## src/rtl/fetch_ifid_stage.sv

```systemverilog
// Instruction-fetch stage: req/ack instruction-memory handshake, one-entry skid and IF/ID register.
// Optional stall/redirect counters are built only when FETCH_PERF_CNT_EN is defined.
module fetch_ifid_stage #(
    parameter logic [31:0] RESET_PC  = 32'h0000_0000,
    parameter logic [31:0] NOP_INSTR = 32'h0000_0000
) (
    input  logic        clk,
    input  logic        rst_n,
    input  logic        stall,
    input  logic        calc_branch,
    input  logic        branch_taken,
    input  logic [31:0] branch_target,
    output logic        imem_req,
    output logic [31:0] imem_addr,
    input  logic        imem_ack,
    input  logic [31:0] imem_rdata,
    output logic [31:0] instrIFID,
    output logic [31:0] pcIFID,
    output logic        validIFID,
    output logic [15:0] stall_cnt,
    output logic [15:0] flush_cnt
);

    typedef enum logic [1:0] {
        IDLE    = 2'd0,
        REQ     = 2'd1,
        HOLD    = 2'd2,
        DISCARD = 2'd3
    } state_t;

    state_t      state_reg, state_next;
    logic [31:0] pc_reg, pc_next;
    logic [31:0] old_addr_reg, old_addr_next;
    logic [31:0] skid_reg, skid_next;
    logic [31:0] instr_reg, instr_next;
    logic [31:0] pc_ifid_reg, pc_ifid_next;
    logic        valid_reg, valid_next;

    logic        redirect;
    logic [31:0] target;
    logic [31:0] pc_plus4;
    logic        bubble;

    assign redirect = calc_branch & branch_taken & ~stall;
    assign target   = branch_target & ~32'd3;
    assign pc_plus4 = pc_reg + 32'd4;

    // State register
    always_ff @(posedge clk or negedge rst_n) begin
        if (!rst_n) begin
            state_reg <= IDLE;
        end else begin
            state_reg <= state_next;
        end
    end

    // Next-state logic
    always_comb begin
        state_next = state_reg;
        case (state_reg)
            IDLE: begin
                state_next = REQ;
            end
            REQ: begin
                if (redirect) begin
                    state_next = imem_ack ? REQ : DISCARD;
                end else if (imem_ack && stall) begin
                    state_next = HOLD;
                end
            end
            HOLD: begin
                if (redirect || !stall) begin
                    state_next = REQ;
                end
            end
            DISCARD: begin
                // The wrong-path word is dropped whenever it finally arrives.
                if (imem_ack) begin
                    state_next = REQ;
                end
            end
            default: begin
                state_next = IDLE;
            end
        endcase
    end

    // Output logic: a discarded request keeps presenting its original address until acked.
    always_comb begin
        imem_req  = 1'b0;
        imem_addr = pc_reg;
        case (state_reg)
            REQ: begin
                imem_req  = 1'b1;
                imem_addr = pc_reg;
            end
            DISCARD: begin
                imem_req  = 1'b1;
                imem_addr = old_addr_reg;
            end
            default: begin
                imem_req  = 1'b0;
                imem_addr = pc_reg;
            end
        endcase
    end

    // Datapath next values: redirect beats stall beats normal advance.
    always_comb begin
        pc_next       = pc_reg;
        old_addr_next = old_addr_reg;
        skid_next     = skid_reg;
        instr_next    = instr_reg;
        pc_ifid_next  = pc_ifid_reg;
        valid_next    = valid_reg;
        bubble        = 1'b0;

        if (redirect) begin
            pc_next   = target;
            skid_next = NOP_INSTR;
            bubble    = 1'b1;
            if (state_reg == REQ && !imem_ack) begin
                old_addr_next = pc_reg;
            end
        end else begin
            case (state_reg)
                REQ: begin
                    if (imem_ack) begin
                        pc_next = pc_plus4;
                        if (stall) begin
                            skid_next = imem_rdata;
                        end else begin
                            instr_next   = imem_rdata;
                            pc_ifid_next = pc_plus4;
                            valid_next   = 1'b1;
                        end
                    end else if (!stall) begin
                        bubble = 1'b1;
                    end
                end
                HOLD: begin
                    // pc already advanced past the skid word, so it is that word's PC+4.
                    if (!stall) begin
                        instr_next   = skid_reg;
                        pc_ifid_next = pc_reg;
                        valid_next   = 1'b1;
                        skid_next    = NOP_INSTR;
                    end
                end
                default: begin
                    if (!stall) begin
                        bubble = 1'b1;
                    end
                end
            endcase
        end

        // A cycle that delivers no word while decode advances must not replay the old one.
        if (bubble) begin
            instr_next   = NOP_INSTR;
            pc_ifid_next = 32'd0;
            valid_next   = 1'b0;
        end
    end

    always_ff @(posedge clk or negedge rst_n) begin
        if (!rst_n) begin
            pc_reg       <= RESET_PC;
            old_addr_reg <= RESET_PC;
            skid_reg     <= NOP_INSTR;
            instr_reg    <= NOP_INSTR;
            pc_ifid_reg  <= 32'd0;
            valid_reg    <= 1'b0;
        end else begin
            pc_reg       <= pc_next;
            old_addr_reg <= old_addr_next;
            skid_reg     <= skid_next;
            instr_reg    <= instr_next;
            pc_ifid_reg  <= pc_ifid_next;
            valid_reg    <= valid_next;
        end
    end

    assign instrIFID = instr_reg;
    assign pcIFID    = pc_ifid_reg;
    assign validIFID = valid_reg;

`ifdef FETCH_PERF_CNT_EN
    // Index 0 counts stalled cycles, index 1 counts accepted redirects; both saturate.
    logic [1:0] cnt_inc;
    assign cnt_inc = {redirect, stall};

    for (genvar gi = 0; gi < 2; gi++) begin : g_cnt
        logic [15:0] cnt_reg;
        always_ff @(posedge clk or negedge rst_n) begin
            if (!rst_n) begin
                cnt_reg <= 16'd0;
            end else if (cnt_inc[gi] && cnt_reg != 16'hFFFF) begin
                cnt_reg <= cnt_reg + 16'd1;
            end
        end
    end

    assign stall_cnt = g_cnt[0].cnt_reg;
    assign flush_cnt = g_cnt[1].cnt_reg;
`else
    assign stall_cnt = 16'd0;
    assign flush_cnt = 16'd0;
`endif

endmodule
```

## config.mk

```make
export PLATFORM = sky130hd
export DESIGN_NAME = fetch_ifid_stage
export DESIGN_NICKNAME = d
export VERILOG_FILES = /design/src/rtl/fetch_ifid_stage.sv
export SDC_FILE = /design/constraint.sdc
export NUM_CORES = 1
export LEC_CHECK = 0
export CAP_MARGIN = 40
export CELL_PAD_IN_SITES_DETAIL_PLACEMENT = 0
export CELL_PAD_IN_SITES_GLOBAL_PLACEMENT = 1
export CORE_ASPECT_RATIO = 0.6
export CORE_MARGIN = 2
export CORE_UTILIZATION = 41
export DETAILED_ROUTE_END_ITERATION = 10
export GPL_TIMING_DRIVEN = 1
export PLACE_DENSITY_LB_ADDON = 0.1
export SLEW_MARGIN = 30
export SYNTH_ARGS = -nofsm -noshare
export SYNTH_HDL_FRONTEND = slang
export SYNTH_SLANG_ARGS = --single-unit
export TNS_END_PERCENT = 50
```

## constraint.sdc

```tcl
create_clock -name clk -period 6.75 [get_ports clk]
set_input_delay 1.35 -clock clk [delete_from_list [all_inputs] [get_ports clk]]
set_output_delay 1.35 -clock clk [all_outputs]
set_load 0.02 [all_outputs]
```

* Word level (Yosys, flattened, before mapping)
Cells that the tools add are included.
Word-level totals: flip-flop bits (word level) 163, output and inout bits 130, word-level logic and storage cells 78
Cells by class: add/sub/neg operators 1, eq/ne operators 13, mux-type cells 37, bitwise logic cells 3, reductions and logical operators 17
Operators by type and width (number):
- two-way mux 32 bit | 18
- one-hot mux 32 bit (2 select lines) | 3
- adder 32 x 3 -> 32 bit (second input constant) | 1
- inequality test 3 bit (second input constant) | 7
- two-way mux 2 bit | 5
- two-way mux 1 bit | 8
- one-hot mux 2 bit (4 select lines) | 1
- AND reduction 3 bit | 2
- nonzero test 3 bit | 2
- AND reduction 5 bit | 1
- == test 2 bit (second input constant) | 2
- inequality test 2 bit (second input constant) | 2
- one-hot mux 1 bit (2 select lines) | 2
- AND reduction 2 bit | 2
- AND reduction 4 bit | 1
- nonzero test 2 bit | 2
- bitwise AND 1 bit | 2
- == test 2 x 1 -> 1 bit (second input constant) | 1
- logical AND 1 bit | 2
- zero test 1 bit | 2
- zero test 2 bit | 1
- inequality test 2 x 1 -> 1 bit (second input constant) | 1
- OR reduction 2 bit | 1
- logical OR 1 bit | 1
- NOT 1 bit | 1

* Logic depth before layout (Yosys ltp)
Gate-level depths: netlist of the first run.
word-level depth 6, mapped depth 9, gate-level depth less buffers 6

* Worst setup path before layout of the first run
No wires, ideal clock.
path kind input to register, start point input port stall, end point register pc_ifid_reg[21] (netlist: pcIFID[21]), setup time 0.069 ns, arrival 2.881 ns, data required time 6.681 ns, path slack 3.800 ns, cell stages on the path 7, buffers on the path 3, cells stage by stage clkbuf_1 o21bai_1 or3_1 clkbuf_1 clkbuf_1 or4_1 nand3_1
Between the ends: word-level cells in the longest chain between the ends 6
Ends and longest elaborated chain:
- from (decl) | RTL line 9 | input logic stall,
- two-way mux 1 bit | RTL line 137, 151
- two-way mux 1 bit | RTL line 128 | if (imem_ack) begin
- one-hot mux 1 bit (2 select lines) | RTL line 126 | case (state_reg)
- two-way mux 1 bit | RTL line 118 | if (redirect) begin
- inequality test 3 bit (no source line) (tied with other cells)
- AND reduction 5 bit (no source line)
- to (signal assigned) | RTL line 179 | pc_ifid_reg <= pc_ifid_next;
- to (decl) | RTL line 36 | logic [31:0] pc_ifid_reg, pc_ifid_next;
Parallel ways exist; a longest one is shown, timed or not. A chain may end at the register's enable or synchronous reset.

* Worst setup path after layout of the first run
start point register state_reg[1], end point output port imem_addr[30]
Between the ends: word-level cells in the longest chain between the ends 2
Ends and longest elaborated chain:
- from (decl) | RTL line 31 | state_t state_reg, state_next;
- from (signal assigned) | RTL line 53 | state_reg <= state_next;
- == test 2 bit | RTL line 92 | case (state_reg)
- two-way mux 32 bit | RTL line 92
- to (decl) | RTL line 14 | output logic [31:0] imem_addr,
Every way passes these cells.

==> results.py, run 1 <==
metrics = {
    "run_status": {
        "status": "finished clean",
    },
    "grt": {
        "grt_pass1_vias": 6601,
        "grt_max_degree": 65,
        "grt_pass1_wl_um": 36200,
        "antenna_found_initial": 0,
        "grt-ovfl-total": 0,
        "met3_usage": 0.0452,
        "gr-usage-met2": 0.320,
        "busiest_layer": "met2",
        "grt_use_total": 0.215,
        "use_met1": 0.319,
    },
    "logic_synthesis": {
        "async_flop_share": 1.00,
        "yosys.cell_types.count": 49,
        "synth-edff-count": 0,
        "synth_top_area_cell": "dfrtp_1",
        "synth-seq-area-share": 0.476,
        "synthFlopType": "dfrtp_1",
        "synth_area_leaders": "dfrtp_1 48%, mux2_2 7.9%, o21ai_0 6.7%",
        "synth_top_area_frac": 0.476,
        "ys_warn_count": 0,
        "syn_inst": 844,
        "syn-cell-area_um2": 8260,
        "synth_seq_cells": 157,
        "syn_area_per_cell_um2": 9.79,
    },
    "critical_path": {
        "crit_family": "buffers and inverters",
        "worstPathRequired_ps": 5400,
        "worst_path_max_delay_cell": "clkdlybuf4s50_1",
        "critical_path_class": "reg -> out",
        "critPathMaxFanout": 33,
        "crit_arrival_ps": 2440,
        "cp.depth": 4,
        "crit_buf_inv": 2,
        "critPathMaxStageDelay_ps": 610,
        "start_kind": "flip-flop",
        "cp_cell_sequence": "ha_1, buf_4, mux2_2, clkdlybuf4s50_1",
        "critPathCaptureType": "output port",
        "reg2reg_depth": 6,
    },
    "detailed_routing": {
        "drtIter0Drc": 508,
        "vias": 6690,
        "avgRoutedWirePerCell_um": 18.0,
        "dr.pass1.iters": 5,
        "drt_wl_total_um": 22400,
        "drtAntennaViolNets": 0,
        "vias_per_cell": 5.37,
        "route.detailed.drc": 0,
    },
    "power_and_ir_drop": {
        "power_mw": 4.43,
        "p_leak_nw": 4.24,
        "ir_drop_mv": 0.261,
        "swShare": 0.388,
        "p_clk_frac": 0.207,
        "powerDensity_nw_per_um2": 423,
        "internal_power_mw": 2.71,
        "switching_power_mw": 1.72,
        "sequentialPowerShare": 0.369,
        "combPwrFrac": 0.423,
    },
    "clock_tree": {
        "cts_tree": "done",
        "cts-buffers-inserted": 17,
        "cts.repair.resized": 0,
        "root_buffer": "clkbuf_16",
        "cts.sinks": 157,
        "postCtsHoldBufs": 0,
        "postCtsSetupBuffers": 0,
        "h-tree-depth": 4,
        "clock_latency_ps": 420,
        "cts_buffer_depth": 2,
        "clk_pin_slew_ps": 70,
    },
    "layout": {
        "nNetsFinal": 1032,
        "drive_gt1_frac": 0.116,
        "area_delta_synth_final_pct": 26.8,
    },
    "placement": {
        "dp_hpwl_um": 15000,
        "port_buffers": 161,
        "preCtsSetupSlack_ps": 3000,
        "gp_congestion": 0.803,
    },
    "die": {
        "io-pin-count": 200,
        "start_util": 0.416,
        "dieArea_um2": 21300,
        "die-width_um": 187,
        "core-area_um2": 19900,
        "fp-row-count": 40,
        "die_y_um": 114,
    },
    "timing": {
        "fin_skew_ps": 14.6,
        "tns_ps": 0,
        "finalSetupViolations": 0,
        "maxSlewHeadroom": 0.527,
        "final-hold-violation-count": 0,
        "rsz0062_at_grt": "false",
        "fin_crit_sh": 0.561,
        "fin_ws_ps": 2960,
        "fin_hold_ws_ps": 479,
        "tightest_slew_ps": 710,
        "layout_min_cycle_time_ps": 3790,
        "maxSlewViolCount": 0,
        "max_freq_mhz": 264,
    },
    "min_path": {
        "hold_path_class": "reg -> reg",
        "whs_path_depth": 2,
    },
    "job": {
        "max-cap-violations": 0,
    },
}
==> final timing paths <==
kind	slack [ps]	from	end
hold reg to reg	480	skid_reg[21]	skid_reg[21]
setup reg to reg	3790	state_reg[0]	pcIFID[31]
setup / recovery	2960	state_reg[1]	imem_addr[30]
max in group asynchronous	5000	rst_n	skid_reg[13]
hold / removal	480	skid_reg[21]	skid_reg[21]
min in group asynchronous	820	rst_n	old_addr_reg[8]
==> metal layers <==
| metal | vias up | wire length [um] |
|---|---|---|
| met4 | 0 | 251 |
| met1 | 3284 | 11100 |
| met2 | 235 | 9680 |
| li1 | 3145 | - |
| met3 | 26 | 1360 |
| met5 | - | 0 |
==> kinds of logic (layout without fill, tap and decap cells) <==
kind of cell    after synthesis  in the layout  synth area share
simple gates                291            291             0.187
other cells                   1             37          0.000454
buf+inv                     119            211            0.0768
flops                       157            157             0.476
mux                          92             92             0.120
compound gates              152            152             0.104
fa+ha+maj                     4              4           0.00606
xor+xnor                     28             28            0.0297
==> layout by cell type (no fill, tap or decap), types with 9 or more instances in the layout <==
cell             netlist  layout
mux2_2                58      58
nor2_1                24      24
o21ai_0              110     110
buf_4                 41       9
conb_1                 1      36
o211ai_1              12      12
nand2_1              125     125
xnor2_1               20      20
clkdlybuf4s50_1        0     160
dfrtp_1              157     157
or3_1                 14      13
nand3b_1              33      33
mux2i_1               34      34
or4_1                 18      18
nand3_1               18      18
clkbuf_16              0      17
nand4_1               18      18
nor3_1                11      11
a31oi_1               15      15
==> stage by stage <==
step	instance area, um^2	std cells	util
global route	10500	1244	0.527
finish	10500	1245	0.527
CTS	10400	1243	0.526
global placement	9830	1209	0.495
floorplan	8390	879	-
detailed placement	9890	1211	0.498
==> power by group through the flow <==
stage / combinational (mW) / clock [mW] / sequential (mW)
after floorplan: 0.965 / 0 / 1.73
after global placement: 1.85 / 0 / 1.62
after detailed placement: 1.89 / 0 / 1.65
after CTS: 1.90 / 0.938 / 1.64
after global routing: 2.03 / 0.984 / 1.70
final: 1.88 / 0.920 / 1.64
==> synthesized netlist by cell type, types with 2 or more instances <==
cell	n
o311a_1	2
nand2_1	125
buf_1	2
or3_1	14
o21ai_0	110
clkbuf_1	53
xnor2_1	20
a31oi_1	15
a221o_1	2
buf_2	15
mux2i_1	34
buf_6	2
o211ai_1	12
and3_1	4
inv_1	6
nand4b_2	2
nor2b_1	2
nand3b_1	33
xor2_1	8
and4_1	6
buf_4	41
ha_1	4
nor4_1	7
nand4_1	18
nor3_1	11
dfrtp_1	157
nor2_1	24
or4_1	18
mux2_2	58
nand3_1	18
o31ai_1	3
==> area by class of cell <==
class / count / area [um^2]
timing repair buffer: 173 / 1750
clock buffer: 20 / 457
clock inverter: 12 / 105
tap: 273 / 342
inverter: 6 / 22.5
fill: 1795 / 9400
sequential: 157 / 3930
multi-input combinational: 603 / 3870
antenna: 1 / 2.50
==> tightest hold or removal path: cells and delay by family (launching register included) <==
kind | cells | cell delay (ps)
compound gates | 1 | 60
flops | 1 | 350
simple gates | 1 | 40
No activity file was read; power rests on OpenSTA's default activity.
==> inputs of run 2 (changes only) <==
--- a/config.mk
+++ b/config.mk
@@ -10,7 +10,7 @@
 export CELL_PAD_IN_SITES_GLOBAL_PLACEMENT = 1
 export CORE_ASPECT_RATIO = 0.6
 export CORE_MARGIN = 2
-export CORE_UTILIZATION = 41
+export CORE_UTILIZATION = 34
 export DETAILED_ROUTE_END_ITERATION = 10
 export GPL_TIMING_DRIVEN = 1
 export PLACE_DENSITY_LB_ADDON = 0.1
==> constraint.sdc (replaced) <==
create_clock -name clk -period 3.2 [get_ports clk]
set_input_delay 0.64 -clock clk [delete_from_list [all_inputs] [get_ports clk]]
set_output_delay 0.64 -clock clk [all_outputs]
set_load 0.02 [all_outputs]
==> results.py, run 2 (same netlist as run 1, synthesis figures left out) <==
metrics = {
    "run_status": {
        "status": "finished clean",
    },
    "critical_path": {
        "critPathMaxFanout": 28,
        "critical_path_class": "reg -> out",
        "worstSetupStartpoint": "state_reg[1]",
        "crit_arrival_ps": 2370,
        "reg2reg_depth": 6,
        "start_kind": "flip-flop",
        "reg2reg_to": "pcIFID[31]",
        "reg2reg_setup_slack_ps": 490,
        "critPathCaptureType": "output port",
        "timing.rr.start": "state_reg[0]",
        "worstPathRequired_ps": 2560,
        "cp-endpoint": "imem_addr[4]",
    },
    "timing": {
        "rsz0062_at_grt": "false",
        "fin_skew_ps": 7.53,
        "maxSlewHeadroom": 0.581,
        "finalSetupViolations": 0,
        "tightest_slew_ps": 628,
        "tns_ps": 0,
        "max_freq_mhz": 332,
        "final-hold-violation-count": 0,
        "layout_min_cycle_time_ps": 3010,
        "maxSlewViolCount": 0,
        "fin_crit_sh": 0.942,
    },
    "layout": {
        "antennaDiodeCount": 0,
        "final_common_cell": "clkdlybuf4s50_1",
        "nFillCells": 2338,
        "drive_gt1_frac": 0.126,
        "nNetsFinal": 1045,
        "area_delta_synth_final_pct": 29.0,
        "final_cell_mix": "160 x clkdlybuf4s50_1, 157 x dfrtp_1, 125 x nand2_1",
    },
    "die": {
        "start_util": 0.344,
        "dieArea_um2": 25600,
        "die-width_um": 205,
        "core-area_um2": 24000,
        "fp-row-count": 44,
        "die_y_um": 125,
        "io-pin-count": 200,
    },
    "detailed_routing": {
        "dr.pass1.iters": 4,
        "vias_per_cell": 4.93,
        "drtAntennaViolNets": 0,
        "vias": 6440,
        "avgRoutedWirePerCell_um": 17.9,
        "route.detailed.drc": 0,
        "drt_wl_total_um": 23400,
        "drtIter0Drc": 394,
    },
    "power_and_ir_drop": {
        "p_leak_nw": 4.31,
        "powerDensity_nw_per_um2": 892,
        "power_mw": 9.50,
        "ir_drop_mv": 0.572,
    },
    "min_path": {
        "hold_path_class": "in -> async",
    },
    "job": {
        "max-cap-violations": 0,
    },
    "clock_tree": {
        "cts-buffers-inserted": 17,
        "clk_pin_slew_ps": 70,
        "root_buffer": "clkbuf_16",
        "cts_tree": "done",
        "postCtsSetupBuffers": 0,
        "h-tree-depth": 4,
        "cts.sinks": 157,
        "clock_latency_ps": 430,
        "cts_buffer_depth": 2,
    },
    "grt": {
        "grt-ovfl-total": 0,
        "grt_max_degree": 68,
        "grt_pass1_vias": 6241,
        "antenna_found_initial": 0,
        "grt_use_total": 0.189,
        "grt_pass1_wl_um": 37100,
    },
    "placement": {
        "gp_congestion": 0.731,
        "dp_hpwl_um": 16100,
        "port_buffers": 161,
    },
}
-- run 2: how the worst min path moves through the flow --
stage / startpoint / endpoint / slack (ps) / depth (start not counted)
after floorplan: rst_n / instrIFID[0] / 340 / 0
after global placement: skid_reg[17] / skid_reg[17] / 460 / 2
after detailed placement: skid_reg[20] / skid_reg[20] / 470 / 2
after CTS: rst_n / skid_reg[21] / 190 / 1
after global routing: rst_n / instrIFID[21] / 200 / 1
final: rst_n / skid_reg[21] / 190 / 1
-- run 2: cell type report --
| type | instances | area [um^2] | share of cell area |
|---|---|---|---|
| Clock buffer | 21 | 450 | 0.0423 |
| Clock inverter | 11 | 119 | 0.0112 |
| Inverter | 6 | 22.5 | 0.00211 |
| Multi-Input combinational cell | 603 | 3860 | 0.363 |
| Sequential cell | 157 | 3930 | 0.369 |
| Tap cell | 322 | 403 | 0.0378 |
| Timing Repair Buffer | 186 | 1870 | 0.176 |
-- run 2: report_power, final --
group / internal (mW) / total, mW / switching, mW
clock: 1.16 / 2.02 / 0.855
sequential: 2.81 / 3.45 / 0.639
combinational: 1.91 / 4.03 / 2.12
-- run 2: metrics by stage --
step	instances	area, um^2	hold WS (ps)	utilization	setup WS, ps
2_1_floorplan	879	8390	344	-	960
3_3_place_gp	1273	10100	462	0.419	339
3_5_place_dp	1273	10100	470	0.419	336
4_1_cts	1305	10600	194	0.443	63.2
5_1_grt	1306	10700	204	0.444	73.5
6_report	1306	10700	189	0.444	186
-- run 2: layer usage --
metal	routed length, um	track usage
met1	12600	0.299
met5	0	0
met4	196	0.0419
met3	1100	0.0440
met2	9530	0.257
-- run 2: timing repair --
item                                   4_1_cts  5_1_grt
setup endpoints to repair                    0        3
endpoints found under the hold margin        0        0
hold buffers                                 0        0
resized for setup                            0        1
-- run 2: worst max-delay path, stage by stage, from the launching register on --
cell and delay, ps:
dfrtp_1 430, ha_2 320, buf_12 240, mux2_2 390, clkdlybuf4s50_1 550
